**config.mk**
```make
export PLATFORM = sky130hd
export DESIGN_NAME = router_in_arbiter
export DESIGN_NICKNAME = d
export VERILOG_FILES = /design/src/rtl/router_pkg.sv /design/src/rtl/rr_picker.sv /design/src/rtl/router_in_arbiter.sv
export SDC_FILE = /design/constraint.sdc
export NUM_CORES = 1
export LEC_CHECK = 0
export CORE_ASPECT_RATIO = 2
export CORE_MARGIN = 2
export CORE_UTILIZATION = 48
export CTS_BUF_LIST = sky130_fd_sc_hd__clkbuf_2 sky130_fd_sc_hd__clkbuf_4 sky130_fd_sc_hd__clkbuf_8
export CTS_CLUSTER_DIAMETER = 80
export DETAILED_ROUTE_END_ITERATION = 16
export GPL_TIMING_DRIVEN = 0
export PLACE_DENSITY = 0.95
export SLEW_MARGIN = 20
export SYNTH_ARGS = -nofsm -noshare
export SYNTH_HDL_FRONTEND = slang
export SYNTH_SLANG_ARGS = --single-unit
```
**constraint.sdc**
```tcl
create_clock -name clock -period 5.1 [get_ports clock]
set_clock_uncertainty 0.1 [all_clocks]
set_input_delay 0.51 -clock clock [delete_from_list [all_inputs] [get_ports clock]]
set_output_delay 0.51 -clock clock [all_outputs]
set_load 0.01 [all_outputs]
```
**src/rtl/router_pkg.sv**
```systemverilog
// router_pkg: shared router constants, header field slices and arbiter FSM states.
// Header byte layout is {len[5:0], addr[1:0]}; used by router_in_arbiter and router_top.
package router_pkg;
  localparam int DATA_W  = 8;
  localparam int LEN_MSB = 7;
  localparam int LEN_LSB = 2;
  localparam int ADDR_MSB = 1;
  localparam int ADDR_LSB = 0;
  typedef enum logic [1:0] {IDLE, XFER, PARITY, GAP} state_t;
endpackage

```
**src/rtl/rr_picker.sv**
```systemverilog
// rr_picker: combinational round-robin select starting one past the last grant.
// Ports: req (request vector), last (previous grant index) -> gnt (one-hot), idx (its index).
module rr_picker #(
  parameter int N  = 3,
  parameter int IW = $clog2(N)
) (
  input  logic [N-1:0]  req,
  input  logic [IW-1:0] last,
  output logic [N-1:0]  gnt,
  output logic [IW-1:0] idx
);
  logic [IW-1:0] j;
  logic          found;
  always_comb begin
    gnt   = '0;
    idx   = '0;
    j     = '0;
    found = 1'b0;
    for (int k = 1; k <= N; k++) begin
      j = IW'((int'(last) + k) % N);
      if (!found && req[j]) begin
        found = 1'b1;
        gnt   = N'(1) << j;
        idx   = j;
      end
    end
  end
endmodule

```
**src/rtl/router_in_arbiter.sv**
```systemverilog
// router_in_arbiter: round-robin packet arbiter sharing the router input among NUM_SRC sources.
// Ports: clock/resetn (sync, active-low); src_valid/src_data/src_last/src_ready per-source byte
// handshake; busy router back-pressure; data_in/pkt_valid/grant registered router-side outputs;
// abort pulses when a granted source drops valid mid-packet; len_err pulses on a header length
// mismatch when ROUTER_ARB_LEN_CHECK_EN is defined, otherwise tied 0.
module router_in_arbiter #(
  parameter int NUM_SRC = 3,
  parameter int DATA_W  = 8
) (
  input  logic                      clock,
  input  logic                      resetn,
  input  logic [NUM_SRC-1:0]        src_valid,
  input  logic [NUM_SRC*DATA_W-1:0] src_data,
  input  logic [NUM_SRC-1:0]        src_last,
  output logic [NUM_SRC-1:0]        src_ready,
  input  logic                      busy,
  output logic [DATA_W-1:0]         data_in,
  output logic                      pkt_valid,
  output logic [NUM_SRC-1:0]        grant,
  output logic                      abort,
  output logic                      len_err
);
  import router_pkg::*;
  localparam int IW = $clog2(NUM_SRC);
  state_t             state_q, state_d;
  logic [IW-1:0]      last_q, last_d, pick_idx;
  logic [NUM_SRC-1:0] grant_q, grant_d, pick_gnt;
  logic [DATA_W-1:0]  data_q, data_d, sel_data;
  logic               pkt_valid_q, pkt_valid_d, abort_q, abort_d, hdr_q, hdr_d;
  logic               sel_valid, sel_last, acc;
  rr_picker #(.N(NUM_SRC)) u_pick (
    .req  (src_valid),
    .last (last_q),
    .gnt  (pick_gnt),
    .idx  (pick_idx)
  );
  always_comb begin
    sel_data = '0;
    for (int i = 0; i < NUM_SRC; i++)
      sel_data = sel_data | (src_data[i*DATA_W +: DATA_W] & {DATA_W{grant_q[i]}});
  end
  assign sel_valid = |(src_valid & grant_q);
  assign sel_last  = |(src_last & grant_q);
  assign src_ready = grant_q & {NUM_SRC{state_q == XFER && !busy}};
  assign acc       = state_q == XFER && !busy && sel_valid;
  always_comb begin
    state_d     = state_q;
    last_d      = last_q;
    grant_d     = grant_q;
    data_d      = data_q;
    pkt_valid_d = pkt_valid_q;
    hdr_d       = hdr_q;
    abort_d     = 1'b0;
    unique case (state_q)
      IDLE: if (|src_valid) begin
        grant_d = pick_gnt;
        last_d  = pick_idx;
        hdr_d   = 1'b0;
        state_d = XFER;
      end
      XFER: if (acc) begin
        data_d      = sel_data;
        pkt_valid_d = !sel_last;
        hdr_d       = 1'b1;
        state_d     = sel_last ? PARITY : XFER;
      end else if (!busy && hdr_q) begin
        // source broke its contract mid-packet; the router will see a parity error
        data_d      = '0;
        pkt_valid_d = 1'b0;
        abort_d     = 1'b1;
        state_d     = GAP;
      end
      PARITY: if (!busy) begin
        data_d  = '0;
        state_d = GAP;
      end
      GAP: begin
        grant_d = '0;
        state_d = IDLE;
      end
      default: state_d = IDLE;
    endcase
  end
  always_ff @(posedge clock) begin
    if (!resetn) begin
      state_q     <= IDLE;
      last_q      <= IW'(NUM_SRC - 1);
      grant_q     <= '0;
      data_q      <= '0;
      pkt_valid_q <= 1'b0;
      abort_q     <= 1'b0;
      hdr_q       <= 1'b0;
    end else begin
      state_q     <= state_d;
      last_q      <= last_d;
      grant_q     <= grant_d;
      data_q      <= data_d;
      pkt_valid_q <= pkt_valid_d;
      abort_q     <= abort_d;
      hdr_q       <= hdr_d;
    end
  end
  assign data_in   = data_q;
  assign pkt_valid = pkt_valid_q;
  assign grant     = grant_q;
  assign abort     = abort_q;
`ifdef ROUTER_ARB_LEN_CHECK_EN
  logic [5:0] len_q, len_d, cnt_q, cnt_d;
  logic       len_err_q, len_err_d;
  // header byte captures the length; payload bytes are counted until the parity byte
  always_comb begin
    len_d     = len_q;
    cnt_d     = cnt_q;
    len_err_d = 1'b0;
    if (acc && !hdr_q) begin
      len_d     = sel_data[LEN_MSB:LEN_LSB];
      cnt_d     = '0;
      len_err_d = sel_last && sel_data[LEN_MSB:LEN_LSB] != 6'd0;
    end else if (acc) begin
      cnt_d     = sel_last ? cnt_q : cnt_q + 6'd1;
      len_err_d = sel_last && cnt_q != len_q;
    end
  end
  always_ff @(posedge clock) begin
    if (!resetn) begin
      len_q     <= '0;
      cnt_q     <= '0;
      len_err_q <= 1'b0;
    end else begin
      len_q     <= len_d;
      cnt_q     <= cnt_d;
      len_err_q <= len_err_d;
    end
  end
  assign len_err = len_err_q;
`else
  assign len_err = 1'b0;
`endif
endmodule

```
# Yosys cells after proc, flatten, opt, wreduce, memory -nomap -nowiden
# Cells that the tools add are included.
# totals
word_cells,92
regBits,18
input_bits,33
output_inout_bits,17
# op_classes
addsub,3
bitwise_logic,10
order_cmp,3
muxes,32
reduce_logical,24
eq_ne,7
shift,3
div,3
# ops
operator,n
"32-bit by 3-bit modulo with 32-bit output, second input constant",3
8-bit bitwise AND,3
8-bit two-way mux,3
2-bit two-way mux,8
8-bit OR,2
8-bit one-hot mux with 2 select lines,1
3-bit two-way mux,4
3-bit OR reduction,4
1-bit two-way mux,10
3-bit bitwise AND,3
"2-bit by 3-bit less-than comparator with 1-bit output, second input constant",3
3-bit AND reduction,3
"1-bit by 2-bit << shifter with 3-bit output, first input constant",3
2-bit one-hot mux with 4 select lines,1
2-bit nonzero test,4
"2-bit by 2-bit adder with 3-bit output, second input constant",2
1-bit binary-select mux with 2-bit select,3
"2-bit inequality test, second input constant",3
3-bit one-hot mux with 2 select lines,1
2-bit AND reduction,3
1-bit logical AND,5
"2-bit == test, second input constant",2
1-bit logical NOT,4
"2-bit by 1-bit adder with 3-bit output, second input constant",1
5 further kinds,6

# Logic depth before layout (Yosys ltp)
# Gate-level depths: netlist (run 1).
# depth
word_depth,13
mapped_depth,8
ltp_nobuf,7

# Modules after synthesis
# From an unflattened synthesis (run 1), not the netlist that was laid out.
# hier_totals
cells_unflattened,136
area_unflattened_um2,1285.0
# by_module_without_submodules
module,seq_area_each_um2,cells_each,area_each_um2,instances
router_in_arbiter,360.3,100,1026.0,1
rr_picker,0.0,36,259.0,1

# Worst setup path after synthesis (run 1)
# OpenSTA, ideal clock, no wires.
# synth_timing
path_kind,flip-flop to flip-flop
start,register (tool-made name)
end,"register data_q[0], in the netlist data_in[0]"
setup_time_ns,0.070
slack_ns,3.162
path_stages_with_launch,8
path_buffers,1
arrival_ns,1.768
period_less_slack_ns,1.938
t_required_ns,4.930
path_cell_list,dfxtp_1 inv_1 ha_1 and2b_2 nand2_1 or4b_2 buf_6 o2bb2ai_1
# synth_lines
item,line_no,rtl
to (signal assigned),router_in_arbiter.sv:97,data_q <= data_d;
to (decl),router_in_arbiter.sv:28,"logic [DATA_W-1:0] data_q, data_d, sel_data;"

# Worst setup path in the final report (run 1)
# layout_timing
start,input port busy
end,output port src_ready[2]
# layout_between
elab_chain_cells,3
# layout_lines
item,line_no,rtl
from (decl),router_in_arbiter.sv:16,"input logic busy,"
1-bit logical NOT,-,
1-bit logical AND,router_in_arbiter.sv:44,assign src_ready = grant_q & {NUM_SRC{state_q == XFER && !busy}};
3-bit bitwise AND,router_in_arbiter.sv:44,
to (decl),router_in_arbiter.sv:15,"output logic [NUM_SRC-1:0] src_ready,"
# Every way passes these cells.

==> results.cfg, run 1 <==
[job]
drv_cap = 0

[global_routing]
antenna_found_initial = 0
grt_pass1_vias = 1475
grt_pass1_wl_um = 6300
grt_use_total = 0.281
grt_overflow = 0
grt_max_degree = 11

[timing]
setup_viol = 0
post-route-min-period_ns = 2.64
drv_slew = 0
period_share = 0.517
rsz0062_at_grt = false
timing.fmax_mhz = 379
finalHoldViolCount = 0
slew_headroom = 0.426
tightest_slew_ns = 0.860
setup_tns_ns = 0

[detailed_routing]
antenna_left = 0
drt_iter0_markers = 107
vias = 1448
drc_errors = 0
viasPerCell = 6.41
wl_per_cell_um = 17.9
first_pass_iters = 8
drt-total-wl_um = 4040

[finish]
areaGrowthSynthToFinish_pct = 41.1
final_common_cell = clkdlybuf4s50_1
final_cell_mix = 45 x clkdlybuf4s50_1, 18 x dfxtp_1, 13 x nand2_1, 13 x o21ai_0, 11 x a222oi_1
diodes = 0
drive_gt1_frac = 0.101
fin_cells = 226
multi_input_area_sq_um = 802
fill_cells = 204
num-nets-final = 242
seq_area_sq_um = 360

[die]
start_util = 0.505
coreArea_sq_um = 2540
die_w_um = 40.6
dieHeight_um = 77.1
io_pins = 50
die_area_sq_um = 3130
num_rows = 26

[critical_path]
path_max_fanout = 6
critPathMaxStageDelay_ns = 0.56
end_kind = output pin
cp_data_arrival_time_ns = 2.03
path_common_cell = clkdlybuf4s50_1
crit_slowest_cell = clkdlybuf4s50_1
worstSetupPathType = in -> out
worstReg2RegEnd = last_q[0]
worstSetupStartpointType = input pin
reg2reg_from = last_q[0]
crit_chain = clkdlybuf4s50_1 > and2b_2 > and2_2 > clkdlybuf4s50_1
ff2ff_path_depth = 8
reg2reg_slack_ns = 2.90
cp_data_required_time_ns = 4.49

[power]
p_sw_w = 0.000367
ir_worst_vdd_v = 0.000329
power_density_nw_per_um2 = 443
p_leak_nw = 0.699
power.share.switching = 0.459
pwr-share-clk = 0.124
seq_power_share = 0.245
pwr-share-comb = 0.632
intPower_w = 0.000433

[yosys]
synth_seq_cells = 18
ys_warn_count = 0
synth_cell_types = 42
syn_area_sq_um = 1280
synth_top_cell_by_area = dfxtp_1
synth.top_cell.area_share = 0.281
yosysSeqAreaShare = 0.281
synth_nets = 192
yosys-top-cells-area = dfxtp_1 28%, ha_1 8.8%, a222oi_1 8.6%, o2bb2ai_1 5.5%, o21ai_0 5.1%
syn_avg_cell_area_sq_um = 8.55
synth_cells = 150

[clock_network]
clockBufferDepth = 2
clock_sinks = 18
cts_setup_buffers = 0
cts-root-buf = clkbuf_8
clkTransAtPathRegs_ns = 0.06
cts_buffers = 3
cts_tree = yes
clock_latency_ns = 0.26
cts_resized = 0
cts-htree-levels = 1
cts_hold_buf = 0

[placed_design]
place.gp.congestion = 0.892
place_inst = 223
hpwl_um = 3170
io_buffers = 45

[hold_path]
holdPathEnd = data_in[5]
hold_start = data_in[5]
hold_path_class = reg -> reg
holdPathStages = 1

[run_status]
outcome = finished clean
metrics by stage:
| step | utilization | worst slack (ns) | instance area (sq um) | hold slack, ns | total power [W] |
|---|---|---|---|---|---|
| after floorplan | - | 3.16 | 1280 | 0.343 | 0.000544 |
| after global placement | 0.697 | 2.47 | 1770 | 0.346 | 0.000664 |
| after detailed placement | 0.697 | 2.37 | 1770 | 0.354 | 0.000691 |
| after CTS | 0.713 | 2.46 | 1810 | 0.370 | 0.000792 |
| after global routing | 0.713 | 2.40 | 1810 | 0.380 | 0.000853 |
| final | 0.713 | 2.46 | 1810 | 0.366 | 0.000801 |
cell type report:
cell class	count	area share
well taps	28	0.0194
inverters	9	0.0187
clock buffers	3	0.0228
plain buffers	11	0.0477
flip-flops and latches	18	0.199
repair buffers	45	0.249
multi-input cells	112	0.443
worst max path at each step:
stage / from / endpoint / slack [ns] / cells past startpoint
3_3_place_gp: src_valid[1] / data_in[1] / 2.47 / 6
5_1_grt: busy / src_ready[2] / 2.40 / 4
6_report: busy / src_ready[2] / 2.46 / 4
2_1_floorplan: flop / data_in[0] / 3.16 / 7
3_5_place_dp: src_valid[1] / data_in[3] / 2.37 / 6
4_1_cts: busy / src_ready[0] / 2.46 / 4
sequential cells by signal, summed over array words and instances, names as in the netlist, named ones only:
name       count
hdr_q          1
grant          3
last_q         2
state_q        1
pkt_valid      1
abort          1
data_in        8
critical path, delay by kind of cell:
kind                   cells  cell delay, ns
buffers and inverters      2            1.03
AND/OR/NAND/NOR            2            0.48
cell usage after synthesis:
library cell  count
nand2b_1          4
a21oi_4           1
a222oi_1         11
clkbuf_1          3
a22o_1            2
nor3b_1           2
nor2_1            6
buf_4             1
o31ai_1           1
buf_6             3
mux2i_1           2
or4b_2            1
dfxtp_1          18
nor3_1            3
nand2_2           1
a21oi_1           6
conb_1            1
o21ai_0          13
a221oi_1          1
a21o_2            1
bufbuf_8          1
a21o_1            3
nand3_1           4
ha_1              9
nand2_1          13
a22oi_1           1
and3b_1           1
a211oi_1          3
and2b_2           1
o2111ai_1         1
a32oi_1           2
and2_2            3
buf_2             3
o2bb2ai_1         8
o22ai_1           1
a31oi_1           1
a311oi_1          1
and3_1            1
inv_1             9
o21a_1            1
o31a_2            1
o21ai_1           1
cell families after synthesis:
logic type	Yosys count	synth area share
AO/OA/AOI/OAI	60	0.356
adder cells (fa/ha/maj)	9	0.0878
buffers and inverters	20	0.0937
flip-flops	18	0.281
multiplexers	2	0.0156
other	1	0.00292
AND/OR/NAND/NOR	40	0.163
metal layers:
layer,vias up,global-route usage,wire [um]
li1,674,-,-
met3,12,0.0491,399
met4,0,0.180,153
met1,663,0.260,1260
met5,-,0,0
met2,99,0.495,2220
power by group through the flow:
| stage | Combinational [W] | Clock (W) | Sequential (W) |
|---|---|---|---|
| 6_report | 0.000506 | 0.0000989 | 0.000196 |
| 5_1_grt | 0.000548 | 0.000105 | 0.000200 |
| 4_1_cts | 0.000496 | 0.000102 | 0.000194 |
| 3_5_place_dp | 0.000493 | 0 | 0.000198 |
| 3_3_place_gp | 0.000469 | 0 | 0.000195 |
| 2_1_floorplan | 0.000347 | 0 | 0.000197 |
(Power assumes the default switching activity.)
==> run 2, diff against run 1 <==
--- a/config.mk
+++ b/config.mk
@@ -7,12 +7,12 @@
 export LEC_CHECK = 0
 export CORE_ASPECT_RATIO = 2
 export CORE_MARGIN = 2
-export CORE_UTILIZATION = 48
+export CORE_UTILIZATION = 41
 export CTS_BUF_LIST = sky130_fd_sc_hd__clkbuf_2 sky130_fd_sc_hd__clkbuf_4 sky130_fd_sc_hd__clkbuf_8
 export CTS_CLUSTER_DIAMETER = 80
 export DETAILED_ROUTE_END_ITERATION = 16
 export GPL_TIMING_DRIVEN = 0
-export PLACE_DENSITY = 0.95
+export PLACE_DENSITY = 0.9
 export SLEW_MARGIN = 20
 export SYNTH_ARGS = -nofsm -noshare
 export SYNTH_HDL_FRONTEND = slang
==> constraint.sdc (replaced) <==
create_clock -name clock -period 2.1 [get_ports clock]
set_clock_uncertainty 0.1 [all_clocks]
set_input_delay 0.21 -clock clock [delete_from_list [all_inputs] [get_ports clock]]
set_output_delay 0.21 -clock clock [all_outputs]
set_load 0.01 [all_outputs]
==> results.cfg, run 2 (synthesis results as in run 1) <==
[hold_path]
holdPathStages = 3
hold_path_class = in -> reg

[timing]
post-route-min-period_ns = 2.00
rsz0062_at_grt = false
setup_viol = 0
finalHoldViolCount = 0
period_share = 0.954
tightest_slew_ns = 0.599
timing.fmax_mhz = 499
slew_headroom = 0.601
drv_slew = 0
fin_ws_ns = 0.0958
setup_tns_ns = 0

[finish]
drive_gt1_frac = 0.162
final_common_cell = clkdlybuf4s50_1
areaGrowthSynthToFinish_pct = 44.7
final_cell_mix = 41 x clkdlybuf4s50_1, 15 x dfxtp_1, 13 x nand2_1, 13 x o21ai_0, 11 x a222oi_1
multi_input_area_sq_um = 828
seq_area_sq_um = 364
fill_cells = 250
diodes = 0
num-nets-final = 241
largest_reg_flops = 8

[run_status]
outcome = finished clean

[detailed_routing]
wl_met2_um = 2000
wl_met3_um = 213
wl_per_cell_um = 15.7
highest_layer = met4
drt_iter0_markers = 96
first_pass_iters = 5
wl_met1_um = 1290
drt-total-wl_um = 3580
vias = 1374
drc_errors = 0
viasPerCell = 6.03
antenna_left = 0

[critical_path]
path_max_fanout = 9
worstSetupStartpointType = flop
cp_data_required_time_ns = 2.14
cp_data_arrival_time_ns = 2.05
ff2ff_path_depth = 6
worstSetupPathType = reg -> reg
end_kind = flop

[clock_network]
cts_buffers = 3
cts-htree-levels = 1
cts_hold_buf = 0
clockBufferDepth = 2
cts_tree = yes
clock_sinks = 18
clkTransAtPathRegs_ns = 0.07
cts-root-buf = clkbuf_8
clock_latency_ns = 0.26

[power]
power_density_nw_per_um2 = 1090
total_power_w = 0.00202
p_leak_nw = 0.739
ir_worst_vdd_v = 0.000691

[placed_design]
preCtsSetupSlack_ns = -0.301
place.gp.congestion = 0.860
hpwl_um = 2820
io_buffers = 45

[die]
num_rows = 28
die_area_sq_um = 3620
dieHeight_um = 83.1
io_pins = 50
start_util = 0.431
die_w_um = 43.5
coreArea_sq_um = 2980

[global_routing]
grt_use_total = 0.197
grt_max_degree = 11
grt_pass1_wl_um = 5650
grt_overflow = 0
grt_pass1_vias = 1330
antenna_found_initial = 0

[job]
drv_cap = 0
-- run 2: through the flow --
stage | hold WS (ns) | utilization | std cells | area [sq um]
after floorplan | 0.288 | - | 150 | 1280
after global placement | 0.344 | 0.595 | 225 | 1770
after detailed placement | 0.347 | 0.595 | 225 | 1770
after CTS | 0.242 | 0.619 | 229 | 1840
after global routing | 0.258 | 0.623 | 228 | 1860
final | 0.250 | 0.623 | 228 | 1860
-- run 2: path summary, 6_finish.rpt --
path | from | end | slack [ns]
max reg2reg | last_q[0] | grant[1] | 0.1
min | resetn | grant[1] | 0.25
max | last_q[0] | grant[1] | 0.1
min reg2reg | data_in[0] | data_in[0] | 0.36
-- run 2: routing by layer --
| layer | vias to the layer above | GRT usage |
|---|---|---|
| met1 | 633 | 0.187 |
| li1 | 669 | - |
| met4 | 0 | 0.121 |
| met3 | 7 | 0.0304 |
| met5 | - | 0 |
| met2 | 65 | 0.364 |
-- run 2: power by group --
group          internal, W  leakage [nW]  total (W)  switching, W
combinational     0.000557         0.564    0.00125      0.000690
clock             0.000167        0.0288   0.000288      0.000121
sequential        0.000411         0.147   0.000486     0.0000750
-- run 2: area by class of cell --
type | instances | share of cell area
Multi-Input combinational cell | 112 | 0.446
Tap cell | 30 | 0.0202
Inverter | 9 | 0.0182
Timing Repair Buffer | 46 | 0.246
Buffer | 9 | 0.0432
Clock buffer | 4 | 0.0297
Sequential cell | 18 | 0.196
-- run 2: timing repair --
action / CTS / global route
resized for setup: 7 / 10
pin swaps: 2 / 2
setup buffers: 1 / 0
setup endpoints to repair: 14 / 13
-- run 2: critical path: stages, from the launching register on --
cell	delay (ns)
dfxtp_1	0.36
inv_1	0.09
ha_1	0.42
and3_1	0.21
o21a_2	0.25
a222oi_1	0.36
o21ai_1	0.10
==> RTL edit 1 (flow settings as in run 2) <==
Add a define of `ROUTER_ARB_LEN_CHECK_EN`.
--- a/src/rtl/router_in_arbiter.sv
+++ b/src/rtl/router_in_arbiter.sv
@@ -4,4 +4,6 @@
 // abort pulses when a granted source drops valid mid-packet; len_err pulses on a header length
 // mismatch when ROUTER_ARB_LEN_CHECK_EN is defined, otherwise tied 0.
+`define ROUTER_ARB_LEN_CHECK_EN
+
 module router_in_arbiter #(
   parameter int NUM_SRC = 3,
Function: changed (a bounded check fails within 4 cycles, from zero or initial values and one cycle with resetn low).
==> RTL edit 1 against run 2 <==
- sequential cell count increased by 13
- cell area increased by 39%
- wire length increased by 64%
- area after synthesis increased by 45%
- largest cell class unchanged
- power increased by 41%
- worst setup slack got worse by 55 ps
- critical path depth decreased by 1
- core utilization decreased by 2.9 points
==> RTL edit 1: results <==
{
  "synth.net_count": 261,
  "worstSkewPairLatency_ps": 290,
  "syn_avg_cell_area_um2": 8.51,
  "drive_above_1_share_pct": 13.4,
  "n_all_buffers": 61,
  "dp.cells": 319,
  "avgRoutedWirePerCell_um": 17.8,
  "final_cells": 330,
  "synthTopCellsByArea": "dfxtp_1, ha_1, a222oi_1, a211oi_2, nand2_1",
  "multiInputGateArea_um2": 1190,
  "cts_max_level": 2,
  "worst_r2r_path_depth": 5,
  "cts_setup_buffers": 2,
  "placed_area_um2": 2390,
  "r2r_start": "grant[0]",
  "holdWs_ps": 176,
  "cts.sinks": 31,
  "cts_made_buffers": 5,
  "nClkBuffers": 6,
  "fillerInstances": 372,
  "postCtsResizedCells": 13,
  "clkCellAreaFrac_pct": 4.56,
  "yosys-top-cells-count": "dfxtp_1, nand2_1, nor2_1",
  "inv_count": 7,
  "syn-cell-area_um2": 1850,
  "grt_use_total_pct": 23.5,
  "slowest_stage": "a222oi_1",
  "post-place-ws_ps": -255,
  "gp_congestion": 0.958,
  "buf_share_pct": 21.6,
  "dr.pass1.iters": 6,
  "p_seq_w": 0.000761,
  "holdPathEnd": "last_q[0]",
  "status": "completed",
  "yosysUniqueCellTypes": 43,
  "drt_iter0_markers": 102,
  "critPathMaxStageDelay_ps": 700
}
==> RTL edit 1: cell count changes after synthesis, moves of 4 or more <==
cell and delta:
nand2b_1 +4, dfxtp_1 +13, a21oi_1 +5, nor2_1 +12, a211oi_2 +7, o211ai_1 +4, o2bb2ai_1 -8, nor2b_1 +6
xor2_1 +7, xnor2_1 +4, nand2_1 +10
==> RTL edit 1: kinds of logic (layout without fill, tap and decap cells) <==
| kind of cell | count (synthesis) | after routing | synth area share [%] |
|---|---|---|---|
| simple gates | 76 | 76 | 20.6 |
| mux | 3 | 3 | 1.62 |
| compound gates | 69 | 69 | 27.7 |
| xor+xnor | 11 | 11 | 5.20 |
| fa+ha+maj | 10 | 10 | 6.75 |
| buf+inv | 18 | 76 | 4.66 |
| flops | 31 | 31 | 33.5 |
==> RTL edit 1: routing by layer <==
metal	global-route usage (%)	wire length, um	vias to the layer above
li1	-	-	925
met1	21.3	2000	958
met2	47.1	3460	82
met3	3.90	247	12
met4	10.3	157	0
met5	0	0	-
==> RTL edit 2 (settings of run 2) <==
Made on the original files. Take the reset off `data_q` and load it in a clocked block of its own.
--- a/src/rtl/router_in_arbiter.sv
+++ b/src/rtl/router_in_arbiter.sv
@@ -87,5 +87,4 @@
       last_q      <= IW'(NUM_SRC - 1);
       grant_q     <= '0;
-      data_q      <= '0;
       pkt_valid_q <= 1'b0;
       abort_q     <= 1'b0;
@@ -95,9 +94,12 @@
       last_q      <= last_d;
       grant_q     <= grant_d;
-      data_q      <= data_d;
       pkt_valid_q <= pkt_valid_d;
       abort_q     <= abort_d;
       hdr_q       <= hdr_d;
     end
+  end
+
+  always_ff @(posedge clock) begin
+    data_q <= data_d;
   end
   assign data_in   = data_q;
Function: differs if resetn is asserted again (counterexample within 4 cycles, from zero or initial values and one cycle with resetn low); with resetn held inactive, the same outputs for 10 cycles.
==> RTL edit 2 against run 2 <==
- cell area up 2.2%
- power up 9.7%
- critical path type is now flip-flop to output pin
- die area is essentially flat
- largest cell class unchanged
- synthesized cell count decreased by 1.3%
- highest routed layer unchanged
- global-route usage rose by 1.2 points
- fmax is 0.37% higher
- worst setup slack better by 7.5 ps
- sequential cell count unchanged
- wire length is 5.1% higher
- area after synthesis is essentially flat
- via count is 0.80% lower
==> RTL edit 2: results <==
{
  "status": "completed",
  "gr-total-overflow": 0,
  "synth_compound_gate_area_share_pct": 24.9,
  "hp-class": "flip-flop to flip-flop",
  "max-vdd-ir-drop_mv": 0.755,
  "drt_iter0_markers": 69,
  "pg_clk_w": 0.000243,
  "antenna_found_initial": 0,
  "grt_pass1_vias": 1356,
  "p_leak_nw": 0.732,
  "drive_above_1_share_pct": 14.1,
  "synth.area.mux_share_pct": 3.12,
  "fillerInstances": 239,
  "synth_xor_area_share_pct": 0,
  "power.internal_w": 0.00129,
  "avgRoutedWirePerCell_um": 16.5,
  "max_slew_margin_pct": 63.5,
  "synthAdderAreaFrac_pct": 8.77,
  "yosys-top-cells-count": "nand2_1, nor2_1, inv_1",
  "cp_max_fo": 5,
  "dr.pass1.iters": 4,
  "syn_avg_cell_area_um2": 8.67,
  "synthTopCellsByArea": "edfxtp_1, dfxtp_1, ha_1, a222oi_1, nand2_1",
  "synth_edf_count": 8,
  "synth_seq_area_share_pct": 34.3,
  "port_buffers": 46,
  "grt_use_total_pct": 20.9,
  "grt_pass1_wl_mm": 5.83,
  "yosysUniqueCellTypes": 46,
  "synth.net_count": 190,
  "gp_congestion": 0.846,
  "largest_reg_flops": 8,
  "dp.cells": 224,
  "dp_hpwl_mm": 2.90,
  "post-place-ws_ps": -297,
  "p_comb_w": 0.00138,
  "viasPerCell": 5.98,
  "worstPathArrival_ps": 1690
}
## RTL edit 2: cell types whose count changed after synthesis, moves of 3 or more
| cell | before | now |
|---|---|---|
| and2_2 | 3 | 0 |
| and2_1 | 0 | 4 |
| a211oi_1 | 3 | 0 |
| nor2_1 | 6 | 13 |
| buf_2 | 3 | 0 |
| edfxtp_1 | 0 | 8 |
| clkbuf_1 | 3 | 8 |
| o21ai_0 | 13 | 4 |
| dfxtp_1 | 18 | 10 |
| o2bb2ai_1 | 8 | 1 |
## RTL edit 2: critical path, stage by stage, from the launching register on
cell and delay [ps]:
dfxtp_2 360, inv_2 110, ha_4 150, nor2b_4 160, and2_1 130, clkdlybuf4s50_1 520
## RTL edit 2: repair_timing
action                     4_1_cts  5_1_grt
gates resized for setup         11       16
hold buffers                     0        0
setup endpoints to repair       23       17
buffers inserted                 1        1
pin swaps                        1        1
## RTL edit 2: worst paths after layout
path         startpoint           end  slack [ps]  cells past startpoint
max           flip-flop  src_ready[1]         100                      5
min           pkt_valid     pkt_valid         400                      2
max reg2reg   last_q[0]     last_q[1]         110                      7
min reg2reg   pkt_valid     pkt_valid         400                      2
## RTL edit 2: cells by family (layout without fill, tap and decap cells)
| family | count (synthesis) | after routing |
|---|---|---|
| fa+ha+maj | 9 | 9 |
| other cells | 1 | 1 |
| buf+inv | 22 | 72 |
| flops | 18 | 18 |
| mux | 4 | 4 |
| compound gates | 41 | 41 |
| simple gates | 53 | 53 |
## RTL edit 2: area by class of cell
class                           count  area (um2)  area share [%]
Clock buffer                        3        41.3            2.18
Inverter                           11        41.3            2.18
Sequential cell                    18         445            23.5
Timing Repair Buffer               48         478            25.2
Multi-Input combinational cell    108         793            41.8
Tap cell                           30        37.5            1.98
Buffer                              9        56.3            2.97
Clock inverter                      1        3.75           0.198
## RTL edit 2: through the flow
stage | power [W] | setup TNS, ps | utilization [%] | area (um2)
finish | 0.00222 | 0 | 63.7 | 1900
global placement | 0.00181 | -4670 | 59.8 | 1780
global route | 0.00236 | 0 | 63.7 | 1900
CTS | 0.00215 | 0 | 62.7 | 1870
detailed placement | 0.00183 | -4920 | 59.8 | 1780
floorplan | 0.00140 | 0 | - | 1280
## RTL edit 2: per-layer routing
| layer | GRT usage (%) | wire length (um) | vias to the layer above |
|---|---|---|---|
| met4 | 11.6 | 165 | 0 |
| met5 | 0 | 0 | - |
| met2 | 40.0 | 2190 | 56 |
| met1 | 19.5 | 1220 | 645 |
| li1 | - | - | 649 |
| met3 | 2.17 | 184 | 13 |
